[config.mk]
export PLATFORM = sky130hd
export DESIGN_NAME = ram_arbiter_flat
export DESIGN_NICKNAME = d
export VERILOG_FILES = /design/src/rtl/ram_arb_pkg.sv /design/src/rtl/ram_arbiter_if.sv /design/src/rtl/ram_arb_rr.sv /design/src/rtl/ram_arbiter.sv /design/src/flat_wrapper.sv
export SDC_FILE = /design/constraint.sdc
export NUM_CORES = 1
export LEC_CHECK = 0
export ABC_AREA = 1
export BUFFER_PORTS_ARGS = -buffer_cell sky130_fd_sc_hd__buf_2
export CAP_MARGIN = 20
export CORE_MARGIN = 5
export CORE_UTILIZATION = 41
export DETAILED_ROUTE_END_ITERATION = 16
export PLACE_DENSITY_LB_ADDON = 0.25
export SLEW_MARGIN = 20
export SYNTH_ARGS = -nofsm -noshare
export SYNTH_HDL_FRONTEND = slang
export SYNTH_SLANG_ARGS = --single-unit
[constraint.sdc]
create_clock -name Clk -period 2.9 [get_ports Clk]
set_input_delay 0.87 -clock Clk [delete_from_list [all_inputs] [get_ports Clk]]
set_output_delay 0.87 -clock Clk [all_outputs]
set_load 0.02 [all_outputs]
[src/rtl/ram_arb_pkg.sv]
// Shared types and constants for the two-port RAM arbiter: grant encoding,
// read latency as seen by requesters, and the grant-counter helper.
package ram_arb_pkg;

    typedef enum logic [1:0] {
        GRANT_NONE = 2'd0,
        GRANT_A    = 2'd1,
        GRANT_B    = 2'd2
    } grant_e;

    // Issue cycle to ValidX: one RAM cycle plus the output register.
    localparam int RD_LATENCY = 2;
    localparam int CNT_WIDTH  = 16;

    function automatic logic [CNT_WIDTH-1:0] sat_inc(input logic [CNT_WIDTH-1:0] v);
        return (&v) ? v : v + CNT_WIDTH'(1);
    endfunction

endpackage

[src/rtl/ram_arbiter_if.sv]
// Bundle of requester A/B and RAM-side signals for ram_arbiter.
// Handshake: ReqX is held with Write/Addr/Input stable until AckX is seen high
// in a cycle; the request is issued to RAM in that same cycle. ValidX is a
// single-cycle pulse marking OutputX as fresh read data; it has no back-pressure.
interface ram_arbiter_if #(
    parameter int DATA_WIDTH = 8,
    parameter int ADDR_WIDTH = 8
);

    logic                  ReqA;
    logic                  WriteA;
    logic [ADDR_WIDTH-1:0] AddrA;
    logic [DATA_WIDTH-1:0] InputA;
    logic                  AckA;
    logic [DATA_WIDTH-1:0] OutputA;
    logic                  ValidA;

    logic                  ReqB;
    logic                  WriteB;
    logic [ADDR_WIDTH-1:0] AddrB;
    logic [DATA_WIDTH-1:0] InputB;
    logic                  AckB;
    logic [DATA_WIDTH-1:0] OutputB;
    logic                  ValidB;

    logic [ADDR_WIDTH-1:0] RamAddr;
    logic                  RamWrite;
    logic [DATA_WIDTH-1:0] RamInput;
    logic [DATA_WIDTH-1:0] RamOutput;

    // Environment side: requesters plus the external RAM.
    modport master (
        output ReqA, WriteA, AddrA, InputA,
        input  AckA, OutputA, ValidA,
        output ReqB, WriteB, AddrB, InputB,
        input  AckB, OutputB, ValidB,
        input  RamAddr, RamWrite, RamInput,
        output RamOutput
    );

    modport slave (
        input  ReqA, WriteA, AddrA, InputA,
        output AckA, OutputA, ValidA,
        input  ReqB, WriteB, AddrB, InputB,
        output AckB, OutputB, ValidB,
        output RamAddr, RamWrite, RamInput,
        input  RamOutput
    );

endinterface

[src/rtl/ram_arb_rr.sv]
// Two-way round-robin picker: a lone request wins, a tie goes to the
// requester that was not granted most recently.
module ram_arb_rr
    import ram_arb_pkg::*;
(
    input  logic   ReqA,
    input  logic   ReqB,
    input  grant_e LastGrant,
    output grant_e Grant
);

    always_comb begin
        Grant = GRANT_NONE;
        if (ReqA && ReqB) begin
            Grant = (LastGrant == GRANT_A) ? GRANT_B : GRANT_A;
        end else if (ReqA) begin
            Grant = GRANT_A;
        end else if (ReqB) begin
            Grant = GRANT_B;
        end
    end

endmodule

[src/rtl/ram_arbiter.sv]
// Round-robin arbiter sharing one external synchronous RAM between requesters A and B.
// Define RAM_ARB_STATS_EN to add saturating per-requester grant counters (GrantCntA/B).
module ram_arbiter
    import ram_arb_pkg::*;
#(
    parameter int DATA_WIDTH = 8,
    parameter int ADDR_WIDTH = 8
) (
    input  logic Clk,
    input  logic Reset_n,
    ram_arbiter_if.slave bus
`ifdef RAM_ARB_STATS_EN
    ,
    output logic [CNT_WIDTH-1:0] GrantCntA,
    output logic [CNT_WIDTH-1:0] GrantCntB
`endif
);

    grant_e                rr_grant;
    grant_e                grant;
    grant_e                last_grant_q, last_grant_d;
    logic                  rd_pend_q, rd_pend_d;
    logic                  rd_sel_b_q, rd_sel_b_d;
    logic                  valid_a_q, valid_a_d;
    logic                  valid_b_q, valid_b_d;
    logic [DATA_WIDTH-1:0] out_a_q, out_a_d;
    logic [DATA_WIDTH-1:0] out_b_q, out_b_d;

    logic                  ack_a, ack_b;
    logic                  ram_write;
    logic [ADDR_WIDTH-1:0] ram_addr;
    logic [DATA_WIDTH-1:0] ram_input;

    ram_arb_rr u_rr (
        .ReqA      (bus.ReqA),
        .ReqB      (bus.ReqB),
        .LastGrant (last_grant_q),
        .Grant     (rr_grant)
    );

    // Masking with Reset_n keeps Ack and the RAM side at 0 throughout reset.
    assign grant = Reset_n ? rr_grant : GRANT_NONE;

    always_ff @(posedge Clk or negedge Reset_n) begin
        if (!Reset_n) begin
            last_grant_q <= GRANT_B;
            rd_pend_q    <= 1'b0;
            rd_sel_b_q   <= 1'b0;
            valid_a_q    <= 1'b0;
            valid_b_q    <= 1'b0;
            out_a_q      <= '0;
            out_b_q      <= '0;
        end else begin
            last_grant_q <= last_grant_d;
            rd_pend_q    <= rd_pend_d;
            rd_sel_b_q   <= rd_sel_b_d;
            valid_a_q    <= valid_a_d;
            valid_b_q    <= valid_b_d;
            out_a_q      <= out_a_d;
            out_b_q      <= out_b_d;
        end
    end

    // rd_pend marks the cycle in which RamOutput carries the previous read's data.
    always_comb begin
        last_grant_d = (grant == GRANT_NONE) ? last_grant_q : grant;
        rd_pend_d    = ((grant == GRANT_A) && !bus.WriteA) ||
                       ((grant == GRANT_B) && !bus.WriteB);
        rd_sel_b_d   = (grant == GRANT_B);
        valid_a_d    = rd_pend_q && !rd_sel_b_q;
        valid_b_d    = rd_pend_q && rd_sel_b_q;
        out_a_d      = valid_a_d ? bus.RamOutput : out_a_q;
        out_b_d      = valid_b_d ? bus.RamOutput : out_b_q;
    end

    always_comb begin
        ack_a     = 1'b0;
        ack_b     = 1'b0;
        ram_write = 1'b0;
        ram_addr  = '0;
        ram_input = '0;
        case (grant)
            GRANT_A: begin
                ack_a     = 1'b1;
                ram_write = bus.WriteA;
                ram_addr  = bus.AddrA;
                ram_input = bus.InputA;
            end
            GRANT_B: begin
                ack_b     = 1'b1;
                ram_write = bus.WriteB;
                ram_addr  = bus.AddrB;
                ram_input = bus.InputB;
            end
            default: ;
        endcase
    end

    assign bus.AckA     = ack_a;
    assign bus.AckB     = ack_b;
    assign bus.RamWrite = ram_write;
    assign bus.RamAddr  = ram_addr;
    assign bus.RamInput = ram_input;
    assign bus.ValidA   = valid_a_q;
    assign bus.ValidB   = valid_b_q;
    assign bus.OutputA  = out_a_q;
    assign bus.OutputB  = out_b_q;

`ifdef RAM_ARB_STATS_EN
    logic [CNT_WIDTH-1:0] grant_cnt_a_q, grant_cnt_a_d;
    logic [CNT_WIDTH-1:0] grant_cnt_b_q, grant_cnt_b_d;

    assign grant_cnt_a_d = ack_a ? sat_inc(grant_cnt_a_q) : grant_cnt_a_q;
    assign grant_cnt_b_d = ack_b ? sat_inc(grant_cnt_b_q) : grant_cnt_b_q;

    always_ff @(posedge Clk or negedge Reset_n) begin
        if (!Reset_n) begin
            grant_cnt_a_q <= '0;
            grant_cnt_b_q <= '0;
        end else begin
            grant_cnt_a_q <= grant_cnt_a_d;
            grant_cnt_b_q <= grant_cnt_b_d;
        end
    end

    assign GrantCntA = grant_cnt_a_q;
    assign GrantCntB = grant_cnt_b_q;
`endif

endmodule

[src/flat_wrapper.sv]
// flat-port wrapper written by rule: the top's interface ports become plain ports
module ram_arbiter_flat import ram_arb_pkg::*;
#(
    parameter int DATA_WIDTH = 8,
    parameter int ADDR_WIDTH = 8
)
  (Clk, Reset_n, bus_ReqA, bus_WriteA, bus_AddrA, bus_InputA, bus_AckA, bus_OutputA, bus_ValidA, bus_ReqB, bus_WriteB, bus_AddrB, bus_InputB, bus_AckB, bus_OutputB, bus_ValidB, bus_RamAddr, bus_RamWrite, bus_RamInput, bus_RamOutput);
  ram_arbiter_if #(.DATA_WIDTH(DATA_WIDTH), .ADDR_WIDTH(ADDR_WIDTH)) bus_i ();
  input  logic Clk;
  input  logic Reset_n;
  input wire logic [$bits(bus_i.ReqA)-1:0] bus_ReqA;
  input wire logic [$bits(bus_i.WriteA)-1:0] bus_WriteA;
  input wire logic [$bits(bus_i.AddrA)-1:0] bus_AddrA;
  input wire logic [$bits(bus_i.InputA)-1:0] bus_InputA;
  output wire logic [$bits(bus_i.AckA)-1:0] bus_AckA;
  output wire logic [$bits(bus_i.OutputA)-1:0] bus_OutputA;
  output wire logic [$bits(bus_i.ValidA)-1:0] bus_ValidA;
  input wire logic [$bits(bus_i.ReqB)-1:0] bus_ReqB;
  input wire logic [$bits(bus_i.WriteB)-1:0] bus_WriteB;
  input wire logic [$bits(bus_i.AddrB)-1:0] bus_AddrB;
  input wire logic [$bits(bus_i.InputB)-1:0] bus_InputB;
  output wire logic [$bits(bus_i.AckB)-1:0] bus_AckB;
  output wire logic [$bits(bus_i.OutputB)-1:0] bus_OutputB;
  output wire logic [$bits(bus_i.ValidB)-1:0] bus_ValidB;
  output wire logic [$bits(bus_i.RamAddr)-1:0] bus_RamAddr;
  output wire logic [$bits(bus_i.RamWrite)-1:0] bus_RamWrite;
  output wire logic [$bits(bus_i.RamInput)-1:0] bus_RamInput;
  input wire logic [$bits(bus_i.RamOutput)-1:0] bus_RamOutput;
  assign bus_i.ReqA = bus_ReqA;
  assign bus_i.WriteA = bus_WriteA;
  assign bus_i.AddrA = bus_AddrA;
  assign bus_i.InputA = bus_InputA;
  assign bus_AckA = bus_i.AckA;
  assign bus_OutputA = bus_i.OutputA;
  assign bus_ValidA = bus_i.ValidA;
  assign bus_i.ReqB = bus_ReqB;
  assign bus_i.WriteB = bus_WriteB;
  assign bus_i.AddrB = bus_AddrB;
  assign bus_i.InputB = bus_InputB;
  assign bus_AckB = bus_i.AckB;
  assign bus_OutputB = bus_i.OutputB;
  assign bus_ValidB = bus_i.ValidB;
  assign bus_RamAddr = bus_i.RamAddr;
  assign bus_RamWrite = bus_i.RamWrite;
  assign bus_RamInput = bus_i.RamInput;
  assign bus_i.RamOutput = bus_RamOutput;
  ram_arbiter #(.DATA_WIDTH(DATA_WIDTH), .ADDR_WIDTH(ADDR_WIDTH)) u_core (.Clk(Clk), .Reset_n(Reset_n), .bus(bus_i));
endmodule
==> impl_metrics.env <==
export IMPL_avgSynthCellArea_sq_um=8.21
export IMPL_syn_inst=152
export IMPL_max_freq_mhz=355
export IMPL_ir_worst_vdd_v=0.000211
export IMPL_cp_cell_sequence="buf_2, nand2_1, inv_2, nand2_4, ha_1, inv_4, a21oi_1, buf_4"
export IMPL_cts_path_max_buffers=2
export IMPL_cp_end_kind="primary output"
export IMPL_p_seq_share_pct=39.4
export IMPL_dieArea_sq_um=4250
export IMPL_pwr_share_comb_pct=39.3
export IMPL_cts_root_buf="clkbuf_4"
export IMPL_clock_sinks=22
export IMPL_drv_cap=0
export IMPL_routed_via_count=1240
export IMPL_pre_cts_ws_ns=-0.0256
export IMPL_switchingPower_uw=393
export IMPL_synth_cell_types=16
export IMPL_p_per_area_nw_per_um2=590
export IMPL_clock_latency_ns=0.31
export IMPL_yosysTopAreaCell="dfrtp_1"
export IMPL_yosysWarningCount=0
export IMPL_p_int_uw=687
export IMPL_hp_class="reg2reg"
export IMPL_crit_type="in2out"
export IMPL_syn_area_sq_um=1250
export IMPL_die_w_um=65.2
export IMPL_ys_ff_latch=22
export IMPL_rsz0062_at_grt="true"
export IMPL_antenna_found_initial=0
export IMPL_final_common_cell="buf_2"
export IMPL_worstMarginPinSlew_ns=0.271
export IMPL_reg2reg_slack_ns=1.53
export IMPL_hold_depth=2
export IMPL_start_util_pct=41.9
export IMPL_groute_usage_overall_pct=14.5
export IMPL_h_tree_depth=1
export IMPL_routed_wirelength_um=3040
export IMPL_io_pins=83
export IMPL_power_leakage_uw=0.00100
export IMPL_timing_final_crit_share_pct=97.0
export IMPL_routabilityCongestion=0.775
export IMPL_arrival_ns=1.94
export IMPL_final_antenna_net_count=0
export IMPL_syn_num_nets=203
export IMPL_finalWorstSetupSlack_ns=0.0865
export IMPL_setup_viol=0
export IMPL_vias_per_cell=4.63
export IMPL_skew_ns=0.00780
export IMPL_n_antenna_cell=0
export IMPL_finalSetupTns_ns=0
export IMPL_hold_path_end="u_core.bus.OutputB[4]"
export IMPL_ff2ff_path_depth=8
export IMPL_status="finished, final reports clean"
export IMPL_drive_gt1_share_pct=56.2
export IMPL_max_stage_delay_ns=0.33
export IMPL_slew_headroom_pct=82.0
export IMPL_grt_max_degree=23
export IMPL_slew_viol_final=0
export IMPL_final_hold_viol_count=0
export IMPL_die_h_um=65.2
export IMPL_drtIter0Drc=26
export IMPL_path_max_fanout=17
export IMPL_drt_wirelength_per_cell_um=11.4
export IMPL_worst_path_buf_inv=4
export IMPL_final_cell_mix="75 x buf_2, 56 x nand2_1, 21 x dfrtp_1"
export IMPL_netlist_area_leader_share_pct=42.1
export IMPL_min_period_ns=2.81
export IMPL_dp_hpwl_um=2400
export IMPL_fillCellCount=289
export IMPL_startpoint_type="primary input"
export IMPL_power_uw=1080
export IMPL_r2r_end="u_core.rd_pend_q"
export IMPL_drc=0
export IMPL_port_buffers=82
export IMPL_dr_pass1_iters=4
export IMPL_cpMaxStageDelayCell="ha_1"
export IMPL_cts_tree="done"
export IMPL_areaGrowthSynthToFinish_pct=46.8
export IMPL_hold_buffers=0
export IMPL_row_count=20
export IMPL_path_clk_slew_ns=0.11
export IMPL_core_sq_um=2980
export IMPL_grt_pass1_vias=1248
export IMPL_grt_overflow=0
export IMPL_cts_buffers=3
export IMPL_whs_ns=0.487
export IMPL_worstPathRequired_ns=2.03
export IMPL_crit_family="buffers and inverters"
export IMPL_synthTopCellsByArea="dfrtp_1 42%, nand2_1 17%, o21ai_2 11%, a21oi_1 6.8%, inv_1 5.1%"
export IMPL_pwr_share_clk_pct=21.3
export IMPL_synth_seq_area_share_pct=44.2
export IMPL_switching_share_pct=36.4
export IMPL_grt_pass1_wl_um=4950
export IMPL_holdCritStartpoint="u_core.bus.OutputB[4]"
export IMPL_fin_nets=287
export IMPL_r2r_start="u_core.last_grant_q[1]"
## power groups by stage
| stage | Sequential [uW] | Combinational [uW] | Clock [uW] |
|---|---|---|---|
| after floorplan | 529 | 175 | 0 |
| after global placement | 432 | 413 | 0 |
| after detailed placement | 433 | 420 | 0 |
| after CTS | 426 | 424 | 238 |
| after global routing | 439 | 468 | 245 |
| final | 426 | 425 | 230 |
## timing repair
| action | CTS | global route |
|---|---|---|
| pin swaps | 0 | 1 |
| setup endpoints to repair | 12 | 17 |
| buffers inserted | 0 | 0 |
| gates resized for setup | 3 | 16 |
## worst register-to-register path, cell delays in order (launching register included)
cell     delay [ns]
dfstp_2        0.55
inv_1          0.05
nand2_1        0.05
nand2_1        0.08
nand2_2        0.11
inv_2          0.06
ha_1           0.22
inv_1          0.06
o22ai_1        0.07
## cell usage after synthesis (all sizes together)
cell,n
a21oi,17
buf,6
dfrtp,21
dfstp,1
ha,5
inv,20
nand2,62
nand3,3
o21ai,16
o22ai,1
## cell families (layout without fill, tap and decap cells)
group | count (synthesis) | after routing | share of synthesized area, %
buffers and inverters | 26 | 109 | 10.7
AO/OA/AOI/OAI | 34 | 34 | 18.6
adder cells (fa/ha/maj) | 5 | 5 | 5.02
flip-flops | 22 | 22 | 44.2
AND/OR/NAND/NOR | 65 | 65 | 21.5
## metrics by stage
stage | instance area [sq um] | utilization (%) | cells
6_report | 1830 | 61.5 | 268
5_1_grt | 1830 | 61.5 | 268
4_1_cts | 1790 | 60.0 | 268
3_5_place_dp | 1730 | 57.9 | 264
3_3_place_gp | 1730 | 57.9 | 264
2_1_floorplan | 1280 | - | 152
## state kept, by name, indices dropped and copies added (netlist names)
signal,count
u_core.bus.OutputA,8
u_core.bus.ValidA,1
u_core.rd_sel_b_q,1
u_core.bus.OutputB,8
u_core.rd_pend_q,1
u_core.last_grant_q,2
u_core.bus.ValidB,1
## worst max path at each step
stage,start,to,slack [ns],cells after the start
final,Reset_n,bus_RamAddr[6],0.09,8
after global routing,Reset_n,bus_RamInput[6],-0.006,10
after CTS,Reset_n,bus_RamInput[5],0.009,10
after detailed placement,bus_ReqB,bus_RamInput[4],-0.03,7
after global placement,Reset_n,bus_RamInput[1],0.001,8
after floorplan,bus_ReqB,bus_RamAddr[0],0.006,8
## routing by layer
layer	up-vias	part of all wire (%)	GRT usage, %
met2	66	46	25.0
met3	4	11	3.59
met1	533	42	17.1
met4	0	1.1	6.22
met5	-	0	0
li1	637	-	-
## final cells by class
class / count / area (sq um) / share of cell area, %
well taps: 33 / 41.3 / 2.25
inverters: 20 / 77.6 / 4.23
repair buffers: 85 / 475 / 26.0
multi-input cells: 104 / 633 / 34.6
clock buffers: 3 / 22.5 / 1.23
clock inverters: 1 / 30.0 / 1.64
flip-flops and latches: 22 / 552 / 30.1
Note: power is estimated with default switching activity, not from simulation.
